**src/rtl/input_num.sv**
```systemverilog
// Numeric input port: parses an ASCII stream into 8-bit values in the CPU-selected radix and queues them for CPU reads.
// Latency: a value is readable the cycle after its terminator is accepted; bus_out is combinational from read_val.
// Backpressure: rx_ready drops while the value FIFO is full and rises the cycle after a pop.
module input_num #(
  parameter int DEPTH = 4
) (
  input  logic       clk,
  input  logic       reset,
  input  logic [7:0] main_bus,
  input  logic       load_mode,
  input  logic       read_val,
  output logic [7:0] bus_out,
  input  logic [7:0] rx_data,
  input  logic       rx_valid,
  output logic       rx_ready,
  output logic       avail,
  output logic       err
);

  localparam int AW = $clog2(DEPTH);
  localparam logic [AW:0] FULL_CNT = (AW+1)'(DEPTH);

  typedef enum logic [1:0] {
    S_IDLE,
    S_NEG,
    S_NUM,
    S_SKIP
  } state_t;

  state_t      state, state_nxt;
  logic [7:0]  mode;
  logic [7:0]  acc, acc_nxt;
  logic        neg, neg_nxt;
  logic        push, parse_err;
  logic [7:0]  push_dat;

  logic [7:0]  mem [DEPTH];
  logic [AW-1:0] wr_ptr, rd_ptr;
  logic [AW:0] count;
  logic        full, pop, empty_read, accept;

  logic        is_term, is_minus, dig_ok, wrap;
  logic [3:0]  dig_val;
  logic [4:0]  radix;
  logic [11:0] mac;

  assign full       = (count == FULL_CNT);
  assign avail      = (count != '0);
  assign rx_ready   = ~full & ~reset;
  assign pop        = read_val & avail;
  assign empty_read = read_val & ~avail;
  // A character arriving alongside load_mode is consumed but thrown away.
  assign accept     = rx_valid & rx_ready & ~load_mode;
  assign bus_out    = pop ? mem[rd_ptr] : 8'h00;

  assign is_term  = (rx_data == 8'h0A) || (rx_data == 8'h20);
  assign is_minus = (rx_data == 8'h2D) && (mode == 8'd1);

  always_comb begin
    dig_ok  = 1'b0;
    dig_val = 4'd0;
    radix   = 5'd10;
    case (mode)
      8'd0, 8'd1: begin
        if (rx_data >= 8'h30 && rx_data <= 8'h39) begin
          dig_ok  = 1'b1;
          dig_val = 4'(rx_data - 8'h30);
        end
      end
      8'd2: begin
        radix = 5'd16;
        if (rx_data >= 8'h30 && rx_data <= 8'h39) begin
          dig_ok  = 1'b1;
          dig_val = 4'(rx_data - 8'h30);
        end else if (rx_data >= 8'h61 && rx_data <= 8'h66) begin
          dig_ok  = 1'b1;
          dig_val = 4'(rx_data - 8'h57);
        end else if (rx_data >= 8'h41 && rx_data <= 8'h46) begin
          dig_ok  = 1'b1;
          dig_val = 4'(rx_data - 8'h37);
        end
      end
      8'd3: begin
        radix = 5'd8;
        if (rx_data >= 8'h30 && rx_data <= 8'h37) begin
          dig_ok  = 1'b1;
          dig_val = 4'(rx_data - 8'h30);
        end
      end
      default: ;
    endcase
  end

  // Full-width multiply-add so overflow past 8 bits can be flagged.
  assign mac      = 12'(acc) * 12'(radix) + 12'(dig_val);
  assign wrap     = |mac[11:8];
  assign push_dat = neg ? (8'd0 - acc) : acc;

  always_comb begin
    state_nxt = state;
    acc_nxt   = acc;
    neg_nxt   = neg;
    push      = 1'b0;
    parse_err = 1'b0;
    if (accept) begin
      case (state)
        S_IDLE: begin
          if (dig_ok) begin
            acc_nxt   = {4'd0, dig_val};
            state_nxt = S_NUM;
          end else if (is_minus) begin
            neg_nxt   = 1'b1;
            acc_nxt   = 8'd0;
            state_nxt = S_NEG;
          end else if (!is_term) begin
            parse_err = 1'b1;
            state_nxt = S_SKIP;
          end
        end
        S_NEG: begin
          if (dig_ok) begin
            acc_nxt   = {4'd0, dig_val};
            state_nxt = S_NUM;
          end else begin
            parse_err = 1'b1;
            neg_nxt   = 1'b0;
            state_nxt = is_term ? S_IDLE : S_SKIP;
          end
        end
        S_NUM: begin
          if (dig_ok) begin
            acc_nxt   = mac[7:0];
            parse_err = wrap;
          end else if (is_term) begin
            push      = 1'b1;
            neg_nxt   = 1'b0;
            state_nxt = S_IDLE;
          end else begin
            parse_err = 1'b1;
            neg_nxt   = 1'b0;
            state_nxt = S_SKIP;
          end
        end
        S_SKIP: begin
          if (is_term) state_nxt = S_IDLE;
        end
        default: state_nxt = S_IDLE;
      endcase
    end
  end

  always_ff @(posedge clk) begin
    if (reset) begin
      state <= S_IDLE;
      mode  <= 8'd0;
      acc   <= 8'd0;
      neg   <= 1'b0;
      err   <= 1'b0;
    end else if (load_mode) begin
      state <= S_IDLE;
      mode  <= main_bus;
      acc   <= 8'd0;
      neg   <= 1'b0;
      err   <= 1'b0;
    end else begin
      state <= state_nxt;
      acc   <= acc_nxt;
      neg   <= neg_nxt;
      if (parse_err || empty_read) err <= 1'b1;
    end
  end

  always_ff @(posedge clk) begin
    if (reset) begin
      wr_ptr <= '0;
      rd_ptr <= '0;
      count  <= '0;
    end else begin
      if (push) wr_ptr <= wr_ptr + 1'b1;
      if (pop)  rd_ptr <= rd_ptr + 1'b1;
      case ({push, pop})
        2'b10:   count <= count + 1'b1;
        2'b01:   count <= count - 1'b1;
        default: ;
      endcase
    end
  end

  always_ff @(posedge clk) begin
    if (push) mem[wr_ptr] <= push_dat;
  end

endmodule

```
**config.mk**
```make
export PLATFORM = sky130hd
export DESIGN_NAME = input_num
export DESIGN_NICKNAME = d
export VERILOG_FILES = /design/src/rtl/input_num.sv
export SDC_FILE = /design/constraint.sdc
export NUM_CORES = 1
export LEC_CHECK = 0
export ABC_AREA = 1
export BUFFER_PORTS_ARGS = -buffer_cell sky130_fd_sc_hd__buf_2
export CAP_MARGIN = 20
export CORE_MARGIN = 10
export CORE_UTILIZATION = 55
export CTS_CLUSTER_DIAMETER = 150
export DETAILED_ROUTE_END_ITERATION = 8
export PLACE_DENSITY = 0.77
export SYNTH_ARGS = -nofsm -noshare
export SYNTH_HDL_FRONTEND = slang
export SYNTH_SLANG_ARGS = --single-unit
```
**constraint.sdc**
```tcl
create_clock -name clk -period 3.3 [get_ports clk]
set_input_delay 0.165 -clock clk [delete_from_list [all_inputs] [get_ports clk]]
set_output_delay 0.165 -clock clk [all_outputs]
set_load 0.02 [all_outputs]
```
; ---- Word level (Yosys, flattened, before mapping)
; Memories as Yosys holds them, arrays and structs flattened. A register that Yosys moved wholly into a read port is not among the register bits.
; Cells that the tools add are included.
[totals]
register_bits = 27
mem_bits_rw = 32
inputBits = 21
out_inout_bits = 11
word_cells = 124
mem_count = 1
[classes]
add_sub_neg = 9
multipliers = 1
magnitude_cmp = 7
n_eq_ne = 21
muxes = 48
n_bitwise = 9
n_reduce_logical = 20
[mem_list]
columns = memory, words, word_bits, read_ports, rd_ports_with_merged_regs, write_ports, line
row1 = mem, 4, 8, 1, 1, 1, 37  ; logic [7:0] mem [DEPTH];
[op_table]
columns = cell, n
row1 = 2-to-1 mux 8 bit, 6
row2 = one-hot mux 8 bit (3 select lines), 1
row3 = 2-to-1 mux 1 bit, 20
row4 = 2-to-1 mux 4 bit, 5
row5 = 2-to-1 mux 2 bit, 9
row6 = "== test 8 x 2 -> 1 bit, second input constant", 2
row7 = "== test 8 x 6 -> 1 bit, second input constant", 2
row8 = "greater-or-equal comparator 8 x 7 -> 1 bit, second input constant", 2
row9 = "less-or-equal comparator 8 x 6 -> 1 bit, second input constant", 2
row10 = "less-or-equal comparator 8 x 7 -> 1 bit, second input constant", 2
row11 = "!= test 2 bit, second input constant", 7
row12 = adder 12 x 4 -> 12 bit, 1
row13 = multiplier 8 x 5 -> 12 bit, 1
row14 = one-hot mux 4 bit (3 select lines), 1
row15 = one-hot mux 5 bit (2 select lines), 1
row16 = AND reduction 5 bit, 2
row17 = "== test 8 x 1 -> 1 bit, second input constant", 1
row18 = "== test 8 x 4 -> 1 bit, second input constant", 1
row19 = "greater-or-equal comparator 8 x 6 -> 1 bit, second input constant", 1
row20 = zero test 8 bit, 1
row21 = one-hot mux 2 bit (4 select lines), 1
row22 = "subtractor 1 x 8 -> 8 bit, first input constant", 1
row23 = "subtractor 4 x 3 -> 4 bit, second input constant", 2
row24 = "== test 2 bit, second input constant", 3
row25 = 21 further kinds, 40

; ---- Logic depth before layout (Yosys ltp)
; Gate-level depths: netlist (run 1).
[depth]
word_depth = 12
ltp_mapped = 31
mapped_depth_nobuf = 31

; ---- Least setup slack after synthesis (run 1)
; Ideal clock, no wire load.
[synth_timing]
kind = input to register
startpoint = in rx_data[0]
endpoint = reg err
setup_ns = 0.070
t_arrival_ns = 3.432
t_required_ns = 3.230
setup_slack_ns = -0.202
cell_stages = 30
path_buffers = 0
path_cell_list = inv_1 > ha_1 > inv_1 > nand2_1 > nand2_1 > nor2_1 > o21ai_4 > nand2_2 > nand2_2 > inv_2 > nand2_1 > o21ai_0 > ha_1 > ha_1 > ha_1 > ha_1 > fa_1 > nand2_1 > nand3_1 > nand2_1 > nand2_1 > inv_1 > nand2_1 > nand2_1 > inv_1 > nand4_1 > nand2_1 > nand2_1 > nand2_1 > a21oi_1
[synth_between]
elab_chain_cells = 12
elab_cells_between_ends = 41
classes_between = add/sub: 4 / order compare: 7 / eq/ne: 3 / mux: 19 / reduce/logical: 8
[synth_lines]
columns = item, line
row1 = "start, declared", 13  ; input logic [7:0] rx_data,
row2 = greater-or-equal comparator 8 x 7 -> 1 bit / less-or-equal comparator 8 x 7 -> 1 bit (equally long branches), 78  ; end else if (rx_data >= 8'h41 && rx_data <= 8'h46) begin
row3 = logical AND 1 bit, 78
row4 = 2-to-1 mux 4 bit, 78
row5 = 2-to-1 mux 4 bit, 75  ; end else if (rx_data >= 8'h61 && rx_data <= 8'h66) begin
row6 = 2-to-1 mux 4 bit, 72  ; if (rx_data >= 8'h30 && rx_data <= 8'h39) begin
row7 = one-hot mux 4 bit (3 select lines), 63  ; case (mode)
row8 = adder 12 x 4 -> 12 bit, 95  ; assign mac = 12'(acc) * 12'(radix) + 12'(dig_val);
row9 = OR reduction 4 bit, 96  ; assign wrap = |mac[11:8];
row10 = 2-to-1 mux 1 bit, 131  ; if (dig_ok) begin
row11 = one-hot mux 1 bit (3 select lines) *, 106  ; case (state)
row12 = 2-to-1 mux 1 bit *, 105  ; if (accept) begin
row13 = logical OR 1 bit *, 169  ; if (parse_err || empty_read) err <= 1'b1;
row14 = "end signal, assigned", 158  ; err <= 1'b0;
row15 = "end signal, assigned", 164  ; err <= 1'b0;
row16 = "end signal, assigned", 169
row17 = "end, declared", 17  ; output logic err
; Every way passes the cells marked *; elsewhere a longest branch is shown, timed or not.
; A chain may end at the register's enable or synchronous reset.

; ---- Worst setup path in the final report (run 1)
[layout_timing]
startpoint = reg mode[6]
endpoint = reg err
[layout_between]
elab_chain_cells = 9
elab_cells_between_ends = 19
classes_between = add/sub: 1 / mul: 1 / eq/ne: 3 / mux: 9 / reduce/logical: 5
[layout_lines]
columns = item, line
row1 = "start, declared", 31  ; logic [7:0] mode;
row2 = "start signal, assigned", 161  ; mode <= main_bus;
row3 = "== test 8 x 2 -> 1 bit, or another cell as far along", 63
row4 = one-hot mux 5 bit (2 select lines) / OR reduction 2 bit (equally long branches), 63
row5 = multiplier 8 x 5 -> 12 bit / one-hot mux 4 bit (3 select lines) (equally long branches), "95, 63"
row6 = adder 12 x 4 -> 12 bit, 95
row7 = OR reduction 4 bit, 96
row8 = 2-to-1 mux 1 bit, 131
row9 = one-hot mux 1 bit (3 select lines) *, 106
row10 = 2-to-1 mux 1 bit *, 105
row11 = logical OR 1 bit *, 169
; Marked as above.

==> results.toml, run 1 <==
[clocking]
clkLatencyLatePin_ns = 0.33
cts_made_buffers = 9
cts_num_sinks = 61
cts_tree = "yes"
path_clk_slew_ns = 0.07
clk_path_buf_depth = 2
cts-root-buf = "clkbuf_8"
cts_htree_levels = 3
holdBufCountCts = 0

[timing]
slew_headroom_pct = 49.4
slew_viol_final = 0
whs_ns = 0.0534
setup_viol = 2
rsz0062_at_grt = "true"
worst_slack_ns = -0.106
tightestPinTransition_ns = 0.756
finalClockSkew_ns = 0.00696
post-route-period-util_pct = 103
timing.fmax_ghz = 0.294
hold_violations = 0
fin_setup_tns_ns = -0.178
min_period_ns = 3.41

[route]
via_per_inst = 5.09
routedWlPerCell_um = 12.8
antenna_left = 0
first_pass_iters = 5
finalWirelength_um = 9690
drc_errors = 0
dr_total_vias = 3840
drtIter0Drc = 281

[worst_setup_path]
endpoint = "err"
endpoint_kind = "flip-flop"
r2r_cells = 26
max_stage_delay_ns = 0.37
crit_family = "adder cells"
cp_max_fo = 3
crit_type = "flip-flop to flip-flop"
worstPathArrival_ns = 3.63
r2r_slack_ns = -0.11
crit_path_frequent_cell = "nand2_1"
start_kind = "flip-flop"
cp_slowest_cell = "fa_2"
rr_endpoint = "err"
worstPathRequired_ns = 3.52
cp-startpoint = "mode[6]"
r2r_start = "mode[6]"
worst-path-buf-inv = 2
crit_cells = 26

[grt]
grt_use_met3_pct = 3.41
grt_pass1_vias = 3770
met2_usage_pct = 29.7
gr-total-overflow = 0
grt_pass1_wl_um = 16500
grt_most_used_layer = "met2"
grtUsageMet1_pct = 20.2
grt_max_degree = 18
grt_usage_pct = 17.2
antenna_found_initial = 0

[cells_and_area]
area_growth_pct = 27.0
n_antenna_cell = 0
layout_commonest_cell = "nor2_1"
drive_gt1_share_pct = 26.1
nets = 723
layout_common_cells = "89 x nor2_1, 79 x inv_1, 79 x nand2_1"
n_fill_cell = 568

[synthesis]
seq_area_frac_synth_pct = 36.5
yosys_warnings = 0
syn_area_um2 = 4230
syn_nets = 629
synth-edff-count = 32
ys_seq_elements = 61
synthArstFlopShare_pct = 0
ys.flop_type = "edfxtp_1"
syn_area_per_cell_um2 = 7.60
syn_inst = 556
yosysUniqueCellTypes = 37

[floorplanning]
die_w_um = 108
die_y_um = 108
core_area_um2 = 7370
die_area_um2 = 11600
io_pins = 32
num_rows = 31
start_util_pct = 57.4

[job]
maxCapViolations = 0

[place]
gp_congestion = 0.874
io_buffer_count = 31
place_hpwl_um = 7170

[min_path]
min_path_type = "input port to flip-flop"
hold_path_depth = 3

[outcome]
status = "complete, but fails checks"
violations = "setup timing"

[power_and_ir_drop]
power_density_nw_per_um2 = 298
vdd_drop_max_mv = 0.151
leakagePower_nw = 2.57
total_power_mw = 1.60
-- registers in the layout, indices dropped and copies added, names as in the netlist, named ones only --
| register | cells |
|---|---|
| acc | 8 |
| mode | 8 |
| count | 3 |
| mem | 32 |
| err | 1 |
| state | 2 |
| neg | 1 |
| wr_ptr | 2 |
| rd_ptr | 2 |
-- cell type report --
| class | count | area (um2) | area share, % |
|---|---|---|---|
| clock buffers | 11 | 131 | 2.45 |
| inverters | 94 | 358 | 6.67 |
| well taps | 99 | 124 | 2.31 |
| multi-input cells | 393 | 2540 | 47.3 |
| clock inverters | 5 | 51.3 | 0.956 |
| repair buffers | 91 | 617 | 11.5 |
| flip-flops and latches | 61 | 1550 | 28.8 |
-- routing by layer --
| metal | share of wire, % | wire, um |
|---|---|---|
| met1 | 44 | 4300 |
| met4 | 1.4 | 136 |
| met2 | 50 | 4880 |
| met5 | 0 | 0 |
| met3 | 3.8 | 369 |
-- cells in the mapped netlist, drive strengths merged, types with 2 or more instances --
library cell	instances	share of area, %
nand2	89	8.3
buf	2	0.44
nor3	4	0.47
a21oi	40	4.7
ha	45	13
nor4	2	0.30
o22ai	2	0.30
edfxtp	32	23
a31oi	2	0.30
clkbuf	6	0.53
inv	92	8.2
o21ai	54	6.7
nand3	25	3.0
o21bai	2	0.36
clkinv	2	0.30
nand4	6	0.89
fa	7	3.3
nor2	99	9.0
a211oi	2	0.36
xor2	7	1.5
dfxtp	29	14
-- where the power goes --
group	total (mW)	internal, mW	switching, mW
Combinational	0.170	0.0770	0.0927
Sequential	0.807	0.800	0.00708
Clock	0.620	0.344	0.276
Total	1.60	1.22	0.376
-- worst register-to-register path: stages (launching register included) --
cell,delay (ns)
dfxtp_2,0.32
nor2_2,0.12
nand2_2,0.10
inv_2,0.07
nand2_2,0.07
nor2_4,0.10
nand2_1,0.05
nand2_1,0.07
nand2_2,0.07
o21ai_2,0.14
ha_1,0.26
ha_2,0.32
ha_1,0.22
ha_2,0.18
fa_2,0.37
nand2_2,0.07
nand3_2,0.06
nand2_1,0.08
nand2_1,0.06
nand3_1,0.06
nand2_1,0.05
inv_1,0.04
nand4_1,0.14
nand2_1,0.10
nand2_1,0.05
nand2_1,0.05
a21oi_1,0.05
-- metrics by stage --
step / cells / utilization, % / setup slack [ns] / area [um2]
2_1_floorplan: 556 / - / 0.0139 / 4240
3_3_place_gp: 729 / 65.9 / -0.234 / 4860
3_5_place_dp: 729 / 65.9 / -0.339 / 4860
4_1_cts: 752 / 71.3 / -0.120 / 5250
5_1_grt: 754 / 72.8 / -0.332 / 5370
6_report: 754 / 72.8 / -0.106 / 5370
-- kinds of logic after synthesis --
group / synth area share (%)
AOI/OAI and AO/OA: 13.5
xor gates and xnor gates: 1.66
adders and majority gates: 16.6
buffers and inverters: 9.44
DFF: 36.5
and+or+nand+nor: 22.3
-- how the worst min path moves through the flow --
stage | end | slack [ns] | startpoint
floorplan | count[1] | 0.24 | reset
global placement | mode[6] | 0.39 | main_bus[6]
detailed placement | mode[6] | 0.40 | main_bus[6]
CTS | count[1] | 0.03 | reset
global route | count[1] | 0.06 | reset
finish | mode[6] | 0.05 | main_bus[6]
-- repair_timing --
action,4_1_cts,5_1_grt
endpoints found under the setup margin,3,4
pin swaps,25,15
buffers inserted,7,2
resized for setup,27,25
Power figures use the tool's default switching activity.
==> inputs of run 2 (changes only) <==
- CORE_UTILIZATION: 55 -> 30
- PLACE_DENSITY: 0.77 -> default
==> results.toml, run 2 (synthesized netlist as in run 1, its figures left out) <==
[clocking]
cts_num_sinks = 61
path_clk_slew_ns = 0.05
cts_tree = "yes"
cts_made_buffers = 9
holdBufCountCts = 0
clk_path_buf_depth = 2
cts-root-buf = "clkbuf_16"
clkLatencyLatePin_ns = 0.32
cts_htree_levels = 3

[timing]
whs_ns = 0.0679
tightestPinTransition_ns = 0.748
rsz0062_at_grt = "true"
min_period_ns = 3.26
setup_viol = 0
finalClockSkew_ns = 0.00655
timing.fmax_ghz = 0.307
fin_setup_tns_ns = 0
hold_violations = 0
slew_headroom_pct = 49.9
slew_viol_final = 0
post-route-period-util_pct = 98.8

[route]
routedWlPerCell_um = 12.1
dr_total_vias = 3814
via_per_inst = 4.57
antenna_left = 0
drc_errors = 0
first_pass_iters = 5
drtIter0Drc = 189
finalWirelength_um = 10100

[cells_and_area]
layout_commonest_cell = "nor2_1"
largest_register_ffs = 32
n_antenna_cell = 0
drive_gt1_share_pct = 26.3
largest_register = "mem"
top_regs = "mem (32), acc (8), mode (8)"
layout_common_cells = "90 x nor2_1, 80 x nand2_1, 75 x inv_1"
area_growth_pct = 32.0
nets = 722

[worst_setup_path]
endpoint_kind = "flip-flop"
r2r_slack_ns = 0.04
start_kind = "flip-flop"
worstPathArrival_ns = 3.47
worstPathRequired_ns = 3.51
crit_type = "flip-flop to flip-flop"
cp_max_fo = 6

[power_and_ir_drop]
leakagePower_nw = 2.57
clock_power_share_pct = 47.6
seq_power_share_pct = 43.5
p_sw_share_pct = 21.8
total_power_mw = 1.86
p_sw_mw = 0.405
power_density_nw_per_um2 = 333
p_int_mw = 1.45
comb_power_share_pct = 8.9
vdd_drop_max_mv = 0.262

[min_path]
min_path_type = "input port to flip-flop"

[floorplanning]
die_y_um = 139
core_area_um2 = 13800
die_w_um = 139
num_rows = 43
io_pins = 32
die_area_um2 = 19200
start_util_pct = 30.6

[place]
place_hpwl_um = 7930
io_buffer_count = 31
gp_congestion = 0.873

[grt]
grt_pass1_vias = 3779
grt_usage_pct = 10.5
antenna_found_initial = 0
grt_max_degree = 18
gr-total-overflow = 0
grt_pass1_wl_um = 17200

[outcome]
status = "complete, no violations"

[job]
maxCapViolations = 0
==> run 2: routing by layer <==
metal  global-route usage, %  part of all wire, %  up-vias
met1                    12.9                   47     1748
met5                       0                    0        -
met2                    17.8                   49       53
met4                    3.40                 0.52        0
li1                        -                    -     2007
met3                    2.16                  3.1        6
==> run 2: worst paths after layout <==
path	start	cells after the start	end
setup / recovery	mode[7]	22	err
hold / removal	reset	2	count[1]
setup reg to reg	mode[7]	22	err
hold reg to reg	rd_ptr[1]	2	flip-flop
==> run 2: power by group through the flow <==
stage               Clock (mW)  Sequential (mW)  Combinational, mW
finish                   0.885            0.808              0.166
global route             0.937            0.809              0.186
CTS                      0.899            0.808              0.163
detailed placement           0            0.822              0.152
global placement             0            0.821              0.149
floorplan                    0            0.821             0.0778
==> run 2: timing repair <==
action,4_1_cts,5_1_grt
gates resized for setup,39,12
pin swaps,29,10
setup endpoints to repair,3,3
setup buffers,3,2
==> run 2: layout make-up <==
type                       instances  area [um2]
timing repair buffer              90         602
clock inverter                     5        51.3
clock buffer                      11         233
tap                              180         225
sequential                        61        1550
fill                            1387        8250
inverter                          94         358
multi-input combinational        393        2560
==> run 2: metrics by stage <==
step           utilization [%]  instances  area (um2)  setup slack, ns
3_3_place_gp              36.0        813        4980           -0.192
2_1_floorplan                -        556        4240           0.0139
5_1_grt                   40.3        834        5580           -0.201
3_5_place_dp              36.0        813        4980           -0.263
4_1_cts                   39.8        832        5500         -0.00557
6_report                  40.3        834        5580           0.0390
==> run 2: critical path, cell delays in order, from the launching register on <==
cell,delay [ns]
dfxtp_1,0.30
nor2_1,0.12
nand2_2,0.11
nor2_4,0.17
buf_6,0.14
nor2_1,0.04
ha_1,0.26
inv_1,0.05
fa_1,0.52
inv_2,0.05
ha_4,0.24
ha_4,0.23
a21oi_2,0.16
buf_4,0.13
nand4_1,0.09
nand2_1,0.07
nand2_1,0.06
inv_2,0.05
nand4_1,0.10
nand2_1,0.07
nand2_1,0.06
nand2_2,0.06
a21oi_2,0.04
==> inputs of run 3 (changes only) <==
- clock period: 3.3 -> 3.7 ns (I/O delays scaled with it)
==> results.toml, run 3 (synthesized netlist as in run 1, its figures left out) <==
[cells_and_area]
multiInputGateArea_um2 = 2410
largest_register = "mem"
n_fill_cell = 1409
stdcell_count = 798
layout_common_cells = "93 x nor2_1, 83 x inv_1, 83 x nand2_1"
largest_register_ffs = 32
drive_gt1_share_pct = 16.8
final_area_um2 = 5150
n_antenna_cell = 0
fin_util_pct = 37.2
top_regs = "mem (32), acc (8), mode (8)"
nets = 686
layout_commonest_cell = "nor2_1"
seq_area_um2 = 1540
area_growth_pct = 21.8

[worst_setup_path]
r2r_cells = 24
endpoint_kind = "flip-flop"
crit_type = "flip-flop to flip-flop"
worstPathArrival_ns = 3.66
cp_max_fo = 6
start_kind = "flip-flop"
worstPathRequired_ns = 3.91

[place]
place_ws_ns = -0.133
place_inst = 778
io_buffer_count = 31
gp_congestion = 0.811
dpl-instance-area_um2 = 4710
place_hpwl_um = 7580

[clocking]
cts_tree = "yes"
cts_num_sinks = 61
cts-root-buf = "clkbuf_16"
clkLatencyLatePin_ns = 0.32
clk_path_buf_depth = 2
cts_htree_levels = 3
cts_made_buffers = 9
holdBufCountCts = 0
path_clk_slew_ns = 0.05

[route]
first_pass_iters = 4
antenna_left = 0
via_per_inst = 4.66
drtIter0Drc = 183
routedWlPerCell_um = 12.2
finalWirelength_um = 9710
dr_total_vias = 3718
drc_errors = 0

[job]
maxCapViolations = 0

[power_and_ir_drop]
total_power_mw = 1.63
power_density_nw_per_um2 = 318
leakagePower_nw = 2.44
vdd_drop_max_mv = 0.203

[min_path]
hold_path_depth = 3
min_path_type = "input port to flip-flop"

[floorplanning]
core_area_um2 = 13800
die_y_um = 139
die_w_um = 139
num_rows = 43
start_util_pct = 30.6
io_pins = 32
die_area_um2 = 19200

[timing]
setup_viol = 0
tightestPinTransition_ns = 0.809
slew_headroom_pct = 45.8
post-route-period-util_pct = 93.3
min_period_ns = 3.45
slew_viol_final = 0
finalClockSkew_ns = 0.00654
timing.fmax_ghz = 0.290
worst_slack_ns = 0.249
hold_violations = 0

[outcome]
status = "complete, no violations"

[grt]
grt_usage_pct = 9.97
antenna_found_initial = 0
grt_pass1_vias = 3573
grt_pass1_wl_um = 16500
gr-total-overflow = 0
grt_max_degree = 18
-- run 3: through the flow --
step           setup TNS (ns)  hold WS [ns]
4_1_cts                     0        0.0848
6_report                    0        0.0875
5_1_grt               -0.0306         0.101
2_1_floorplan               0         0.257
3_5_place_dp           -0.194         0.418
3_3_place_gp          -0.0294         0.408
-- run 3: repair_timing --
| action | 4_1_cts | 5_1_grt |
|---|---|---|
| pin swaps | 0 | 11 |
| endpoints found under the setup margin | 1 | 2 |
| resized for setup | 4 | 20 |
| buffers inserted | 0 | 4 |
-- run 3: cell type report --
| class | instances | area share, % |
|---|---|---|
| sequential | 61 | 29.9 |
| inverter | 94 | 6.95 |
| clock buffer | 11 | 4.52 |
| timing repair buffer | 54 | 6.44 |
| tap | 180 | 4.37 |
| clock inverter | 5 | 0.996 |
| multi-input combinational | 393 | 46.8 |
-- run 3: where the power goes --
part	total, mW	switching, mW	internal [mW]	leakage [nW]
registers	0.721	0.00668	0.715	0.557
clock network	0.787	0.271	0.516	0.137
logic	0.127	0.0748	0.0519	1.74
-- run 3: layer usage --
metal / GRT usage [%] / share of wire, % / vias up
li1: - / - / 1930
met1: 12.7 / 48 / 1702
met2: 16.4 / 47 / 71
met3: 2.12 / 3.3 / 15
met4: 3.35 / 1.6 / 0
met5: 0 / 0 / -
-- run 3: final timing paths --
| check | startpoint | to | slack, ns |
|---|---|---|---|
| hold reg to reg | rd_ptr[1] | rd_ptr[1] | 0.48 |
| hold / removal | main_bus[5] | mode[5] | 0.09 |
| setup / recovery | mode[3] | err | 0.25 |
| setup reg to reg | mode[3] | err | 0.25 |
-- run 3: worst max-delay path: stages (launching register included) --
cell and delay (ns):
dfxtp_1 0.33, nor2_4 0.15, nand3_2 0.10, nor2_4 0.16, buf_6 0.14, nor2_1 0.04, ha_1 0.27, inv_1 0.05
fa_1 0.53, inv_1 0.05, ha_1 0.32, ha_4 0.31, nand2_1 0.07, inv_1 0.08, nand3_1 0.09, nand3_1 0.08
nand2_1 0.06, nand2_1 0.06, nand2_1 0.05, inv_1 0.05, nand4_1 0.10, nand2_1 0.07, nand2_1 0.05, nand2_1 0.07
a21oi_2 0.05
